<file path="config.mk">
export PLATFORM = sky130hd
export DESIGN_NAME = multi_button_debouncer
export DESIGN_NICKNAME = d
export VERILOG_FILES = /design/src/rtl/multi_button_debouncer.sv
export SDC_FILE = /design/constraint.sdc
export NUM_CORES = 1
export LEC_CHECK = 0
export ABC_CLOCK_PERIOD_IN_PS = 1600
export CAP_MARGIN = 20
export CORE_MARGIN = 1
export CORE_UTILIZATION = 38
export DETAILED_ROUTE_END_ITERATION = 10
export PLACE_DENSITY = 0.59
export RECOVER_POWER = 25
export SLEW_MARGIN = 30
export SYNTH_ARGS = -nofsm -noshare
export SYNTH_HDL_FRONTEND = slang
export SYNTH_SLANG_ARGS = --single-unit
</file>
<file path="constraint.sdc">
create_clock -name i_clk -period 1.6 [get_ports i_clk]
set_input_delay 0.32 -clock i_clk [delete_from_list [all_inputs] [get_ports i_clk]]
set_output_delay 0.32 -clock i_clk [all_outputs]
set_load 0.01 [all_outputs]
</file>
<file path="src/rtl/multi_button_debouncer.sv">
// multi_button_debouncer: per-channel 2-flop synchroniser and counter debounce with press/release pulses.
// Define AUTO_REPEAT_EN to build the per-channel hold/auto-repeat pulse train on o_repeat_pulse.
module multi_button_debouncer #(
  parameter int NUM_CH          = 4,
  parameter int DEBOUNCE_CYCLES = 16,
  parameter int HOLD_CYCLES     = 50_000_000,
  parameter int REPEAT_CYCLES   = 10_000_000,
  parameter int ACTIVE_LOW      = 0
) (
  input  logic              i_clk,
  input  logic              i_rst,
  input  logic [NUM_CH-1:0] i_button,
  output logic [NUM_CH-1:0] o_level,
  output logic [NUM_CH-1:0] o_pressed_pulse,
  output logic [NUM_CH-1:0] o_released_pulse,
  output logic [NUM_CH-1:0] o_repeat_pulse
);
  localparam int            CW       = $clog2(DEBOUNCE_CYCLES + 1);
  localparam logic [CW-1:0] CNT_LAST = CW'(DEBOUNCE_CYCLES - 1);
  localparam logic          INV      = (ACTIVE_LOW != 0);

  if (NUM_CH < 1 || DEBOUNCE_CYCLES < 1 || HOLD_CYCLES < 1 || REPEAT_CYCLES < 1) begin : g_param_check
    $error("multi_button_debouncer: NUM_CH and all cycle counts must be >= 1");
  end

`ifdef AUTO_REPEAT_EN
  localparam int HMAX = (HOLD_CYCLES > REPEAT_CYCLES) ? HOLD_CYCLES : REPEAT_CYCLES;
  localparam int HW   = $clog2(HMAX + 1);
`else
  assign o_repeat_pulse = {NUM_CH{1'b0}};
`endif

  for (genvar k = 0; k < NUM_CH; k++) begin : g_ch
    logic          sync_p0;
    logic          sync_p1;
    logic          state_p2;
    logic [CW-1:0] cnt_p2;
    logic          press_p3;
    logic          release_p3;
    logic          accept;

    // A level change is accepted on the DEBOUNCE_CYCLES-th consecutive disagreeing sample.
    assign accept = (sync_p1 != state_p2) && (cnt_p2 == CNT_LAST);

    always_ff @(posedge i_clk) begin
      if (i_rst) begin
        sync_p0    <= 1'b0;
        sync_p1    <= 1'b0;
        state_p2   <= 1'b0;
        cnt_p2     <= '0;
        press_p3   <= 1'b0;
        release_p3 <= 1'b0;
      end else begin
        sync_p0    <= i_button[k] ^ INV;
        sync_p1    <= sync_p0;
        press_p3   <= accept & sync_p1;
        release_p3 <= accept & ~sync_p1;
        if (sync_p1 == state_p2) begin
          cnt_p2 <= '0;
        end else if (accept) begin
          state_p2 <= sync_p1;
          cnt_p2   <= '0;
        end else begin
          cnt_p2 <= cnt_p2 + CW'(1);
        end
      end
    end

    assign o_level[k]          = state_p2;
    assign o_pressed_pulse[k]  = press_p3;
    assign o_released_pulse[k] = release_p3;

`ifdef AUTO_REPEAT_EN
    logic [HW-1:0] hcnt_p3;
    logic [HW-1:0] hnext;
    logic          armed_p3;
    logic          rep_p3;

    assign hnext = hcnt_p3 + HW'(1);

    // armed_p3 selects the repeat interval once the initial hold interval has elapsed.
    always_ff @(posedge i_clk) begin
      if (i_rst) begin
        hcnt_p3  <= '0;
        armed_p3 <= 1'b0;
        rep_p3   <= 1'b0;
      end else if (!state_p2 || accept) begin
        hcnt_p3  <= '0;
        armed_p3 <= 1'b0;
        rep_p3   <= 1'b0;
      end else if (hnext == (armed_p3 ? HW'(REPEAT_CYCLES) : HW'(HOLD_CYCLES))) begin
        hcnt_p3  <= '0;
        armed_p3 <= 1'b1;
        rep_p3   <= 1'b1;
      end else begin
        hcnt_p3  <= hnext;
        rep_p3   <= 1'b0;
      end
    end

    assign o_repeat_pulse[k] = rep_p3;
`endif
  end
endmodule

</file>
==> results.json, run 1 <==
{
  "status": "complete, no violations",
  "syn-instance-count": 143,
  "fin_util": 0.482,
  "fin_crit_ps": 1530,
  "ff2ff_path_depth": 5,
  "dp_hpwl_um": 1490,
  "syn_to_final_growth_pct": 18.2,
  "dpl_cell_area_um2": 1670,
  "setup_viol_count_final": 0,
  "instances_no_fill": 202,
  "postCtsHoldBufs": 0,
  "worst-path-buf-inv": 0,
  "final_net_count": 167,
  "seq_area_um2": 806,
  "syn_avg_cell_area_um2": 10.8,
  "ys_seq_area_frac": 0.521,
  "io_pins": 22,
  "powerDensity_nw_per_um2": 1070,
  "placedCellCount": 194,
  "gr-usage-all-layers": 0.116,
  "max_cap_violations": 0,
  "rsz0062_at_grt": "no",
  "drt-total-wl_um": 2070,
  "crit_path_max_fanout": 5,
  "arrival_ps": 1760,
  "hp-class": "flip-flop to flip-flop",
  "final_max_slew_viol_count": 0,
  "fin_ws_ps": 67.4,
  "grt_use_met1": 0.110,
  "p_leak_nw": 0.679,
  "worst-setup-path-type": "flip-flop to flip-flop",
  "path_clk_slew_ps": 70,
  "routed_via_density": 4.40,
  "io_buffers": 17,
  "cts_tree": "yes",
  "hold_path_end": "g_ch[3].sync_p1",
  "crit_chain": "ha_1 > and3_1 > ha_2 > or3_4 > nor2_2",
  "die_h_um": 65.6,
  "finalHoldViolCount": 0,
  "multi_input_area_um2": 606,
  "ys_seq_elements": 40,
  "drive_above_1_share": 0.201,
  "ctsHtreeMaxLevel": 2,
  "design.core.area_um2": 3770,
  "cp-start-kind": "flip-flop",
  "critPathMaxStageDelay_ps": 400,
  "place_worst_setup_slack_ps": 8.57,
  "cp-end-kind": "flip-flop",
  "cts.sinks": 40,
  "dieArea_um2": 4310,
  "use_met2": 0.204,
  "numCtsBuffers": 5,
  "drt-initial-drc-count": 29,
  "cp_slowest_cell": "or3_4",
  "layout_commonest_cell": "dfxtp_1",
  "fillCellCount": 340,
  "post_cts_buffers": 0,
  "netlist_area_um2": 1540,
  "fmax_mhz": 652,
  "peakVddDrop_v": 0.000510,
  "drc": 0,
  "rows": 22,
  "yosysUniqueCellTypes": 15,
  "diodes": 0,
  "worstReg2RegEnd": "g_ch[3].cnt_p2[3]",
  "ant_nets": 0,
  "wl_per_cell_um": 10.2,
  "crit_required_ps": 1830,
  "firstDrtPassIters": 4,
  "root_buffer": "clkbuf_8",
  "min_path_cells": 1,
  "fin_setup_tns_ps": 0,
  "overflow": 0,
  "critPathTopFamily": "simple AND/OR/NAND/NOR gates",
  "fin_area_um2": 1820,
  "grt_pass1_wl_um": 3660,
  "grt.busiest_layer": "met2",
  "grtUsageMet3": 0.0521,
  "grt_max_degree": 25,
  "grt_pass1_vias": 887,
  "r2r-start": "g_ch[3].cnt_p2[0]",
  "min_period_over_period": 0.958,
  "layout_common_cells": "dfxtp_1, nor2_1, clkdlybuf4s50_1",
  "min-delay-start": "g_ch[3].sync_p0",
  "hold_slack_ps": 444,
  "fp.dieW_um": 65.6,
  "ys_warn_count": 0,
  "totalPowerFinal_mw": 1.94,
  "place_congestion": 0.606,
  "grt_antenna_before_repair": 0,
  "rrSetupSlack_ps": 70,
  "cts_buffer_depth": 2,
  "vias": 889,
  "insertion_delay_ps": 290,
  "start_util": 0.408,
  "worst_clock_skew_ps": 3.99
}
-- worst register-to-register path, cell delays in order, from the launching register on --
cell     delay [ps]
dfxtp_1         330
ha_1            230
and3_1          200
ha_2            200
or3_4           400
nor2_2          120
-- sequential cells by signal, indices dropped and copies added, names as in the netlist --
signal           cells
g_ch.state_p2        4
g_ch.press_p3        4
g_ch.release_p3      4
g_ch.sync_p0         4
g_ch.sync_p1         4
g_ch.cnt_p2         20
-- power by group --
part | internal (mW) | leakage, nW | switching (mW) | total, mW
clock network | 0.550 | 0.0645 | 0.320 | 0.869
registers | 1.01 | 0.326 | 0.00728 | 1.01
logic | 0.0305 | 0.288 | 0.0230 | 0.0535
-- worst max-delay path by stage --
stage,startpoint,end,slack [ps],depth (start not counted)
4_1_cts,g_ch[3].state_p2,o_level[3],9,1
3_5_place_dp,g_ch[3].cnt_p2[0],g_ch[3].cnt_p2[3],9,5
5_1_grt,g_ch[1].cnt_p2[0],g_ch[1].cnt_p2[1],10,5
6_report,g_ch[3].cnt_p2[0],g_ch[3].cnt_p2[3],70,5
2_1_floorplan,g_ch[1].cnt_p2[0],g_ch[1].cnt_p2[2],140,5
3_3_place_gp,g_ch[3].cnt_p2[0],g_ch[3].cnt_p2[3],90,5
-- cell usage after synthesis --
cell type	n	share of area
xor2_1	4	0.023
ha_1	8	0.065
nor2b_1	8	0.033
buf_4	16	0.078
dfxtp_1	40	0.52
clkbuf_1	2	0.0049
conb_1	1	0.0024
nor2_1	24	0.059
mux2i_1	4	0.026
xnor2_1	8	0.046
or3_4	4	0.029
and3_1	4	0.016
inv_1	8	0.020
nand3_1	4	0.013
and4bb_2	8	0.065
-- routing by layer --
layer | part of all wire | routed length [µm]
met4 | 0.027 | 56
met1 | 0.43 | 882
met3 | 0.047 | 98
met2 | 0.50 | 1030
met5 | 0 | 0
-- kinds of logic (layout without fill, tap and decap cells) --
logic type                 count (synthesis)  in the layout  share of synthesized area
DFF                                       40             40                      0.521
muxes                                      4              4                     0.0260
other                                      1              4                    0.00244
adders and majority gates                  8              8                     0.0651
buffers and inverters                     26             34                      0.103
and+or+nand+nor                           52             52                      0.215
xor gates and xnor gates                  12             12                     0.0683
-- cell type report --
type | instances | area share
tap | 48 | 0.0330
clock inverter | 1 | 0.0165
clock buffer | 7 | 0.0530
inverter | 8 | 0.0165
timing repair buffer | 18 | 0.105
sequential | 40 | 0.443
multi-input combinational | 80 | 0.333
-- repair_timing --
item / 4_1_cts / 5_1_grt
pin swaps: 0 / 1
setup endpoints to repair: 1 / 16
gates cloned: 0 / 0
gates resized for setup: 1 / 9
No activity file was read; power rests on OpenSTA's default activity.
==> run 2, diff against run 1 <==
==> constraint.sdc (replaced) <==
create_clock -name i_clk -period 1.6 [get_ports i_clk]
set_input_delay 0.24 -clock i_clk [delete_from_list [all_inputs] [get_ports i_clk]]
set_output_delay 0.24 -clock i_clk [all_outputs]
set_load 0.01 [all_outputs]
==> results.json, run 2 (synthesis gave the netlist of run 1 again) <==
{
  "grt_antenna_before_repair": 0,
  "fmax_mhz": 648,
  "max_cap_violations": 0,
  "ant_nets": 0,
  "finalHoldViolCount": 0,
  "crit_required_ps": 1810,
  "path_clk_slew_ps": 70,
  "p_leak_nw": 0.657,
  "largest_reg_flops": 20,
  "cp-start-kind": "flip-flop",
  "dp_hpwl_um": 1480,
  "grt_pass1_wl_um": 3720,
  "min-delay-start": "g_ch[3].sync_p0",
  "arrival_ps": 1750,
  "drive_above_1_share": 0.195,
  "ctsHtreeMaxLevel": 2,
  "ff2ff_path_depth": 5,
  "cts_buffer_depth": 2,
  "overflow": 0,
  "layout_commonest_cell": "dfxtp_1",
  "wl_per_cell_um": 10.1,
  "peakVddDrop_v": 0.000570,
  "numCtsBuffers": 5,
  "cp-end-kind": "flip-flop",
  "fin_ws_ps": 57.9,
  "setup_viol_count_final": 0,
  "fp.dieW_um": 65.6,
  "cts.sinks": 40,
  "worstReg2RegEnd": "g_ch[0].cnt_p2[2]",
  "root_buffer": "clkbuf_8",
  "vias": 914,
  "place_worst_setup_slack_ps": 30.7,
  "drt-total-wl_um": 2050,
  "rrSetupSlack_ps": 60,
  "status": "complete, no violations",
  "cts_tree": "yes",
  "fin_area_um2": 1790,
  "r2r-start": "g_ch[0].cnt_p2[0]",
  "hp-class": "flip-flop to flip-flop",
  "final_max_slew_viol_count": 0,
  "worst-setup-path-type": "flip-flop to flip-flop",
  "io_pins": 22,
  "hold_path_end": "g_ch[3].sync_p1",
  "die_h_um": 65.6,
  "layout_common_cells": "dfxtp_1, nor2_1, clkdlybuf4s50_1",
  "syn_to_final_growth_pct": 16.4,
  "worst_clock_skew_ps": 1.71,
  "powerDensity_nw_per_um2": 965,
  "diodes": 0,
  "io_buffers": 17,
  "insertion_delay_ps": 270,
  "dpl_cell_area_um2": 1670,
  "top_register": "g_ch.cnt_p2",
  "drt-initial-drc-count": 29,
  "firstDrtPassIters": 4,
  "fin_setup_tns_ps": 0,
  "start_util": 0.408,
  "drc": 0,
  "crit_path_max_fanout": 5,
  "rows": 22,
  "fin_crit_ps": 1540,
  "grt_max_degree": 25,
  "final_net_count": 167,
  "dieArea_um2": 4310,
  "routed_via_density": 4.52,
  "design.core.area_um2": 3770,
  "grt_pass1_vias": 871,
  "place_congestion": 0.619,
  "gr-usage-all-layers": 0.116,
  "min_path_cells": 1,
  "min_period_over_period": 0.964
}
## run 2: cell types whose count changed in the layout (fill, tap and decap cells not counted), sizes merged
cell / previous run / this run
bufinv: 1 / 0
clkbuf: 7 / 8
## run 2: worst max path at each step
stage	to	cells past startpoint	start
6_report	g_ch[0].cnt_p2[2]	5	g_ch[0].cnt_p2[0]
5_1_grt	g_ch[0].cnt_p2[2]	5	g_ch[0].cnt_p2[0]
4_1_cts	g_ch[1].cnt_p2[0]	5	g_ch[1].cnt_p2[0]
3_5_place_dp	g_ch[1].cnt_p2[0]	5	g_ch[1].cnt_p2[0]
3_3_place_gp	g_ch[3].cnt_p2[3]	5	g_ch[3].cnt_p2[0]
2_1_floorplan	g_ch[1].cnt_p2[2]	5	g_ch[1].cnt_p2[0]
## run 2: metal layers
layer	vias to the layer above	GRT usage	part of all wire
met2	18	0.206	0.52
met4	0	0.0489	0.014
li1	462	-	-
met1	430	0.120	0.42
met3	4	0.0451	0.044
met5	-	0	0
## run 2: critical path, stage by stage, from the launching register on
cell     delay, ps
dfxtp_1        330
ha_1           220
and3_1         170
ha_2           190
or3_4          410
nor2_1         140
## run 2: final cells by class
cell class | count | area, µm²
clock buffers | 8 | 90.1
fillers | 352 | 1980
inverters | 8 | 30.0
multi-input cells | 80 | 618
flip-flops and latches | 40 | 801
well taps | 48 | 60.1
repair buffers | 18 | 190
## run 2: what timing repair did
item | 4_1_cts | 5_1_grt
endpoints found under the hold margin | 0 | 0
endpoints found under the setup margin | 0 | 16
hold buffers | 0 | 0
buffers inserted | 0 | 0
resized for setup | 0 | 11
## run 2: power by group
group | switching, mW | internal, mW
registers | 0.00745 | 1.01
clock network | 0.306 | 0.351
logic | 0.0234 | 0.0307
total | 0.337 | 1.39
## run 2: through the flow
stage | utilization | cells | power, mW | hold WS [ps]
2_1_floorplan | - | 146 | 1.07 | 368
3_3_place_gp | 0.443 | 194 | 1.09 | 418
3_5_place_dp | 0.443 | 194 | 1.09 | 426
4_1_cts | 0.467 | 202 | 1.76 | 443
5_1_grt | 0.474 | 202 | 1.81 | 455
6_report | 0.474 | 202 | 1.73 | 440
==> run 3, diff against run 2 <==
Settings changed: HOLD_SLACK_MARGIN from default to 0.15.
==> results of run 3 <==
No change in the layout: final DEF, timing and power equal those of run 2.
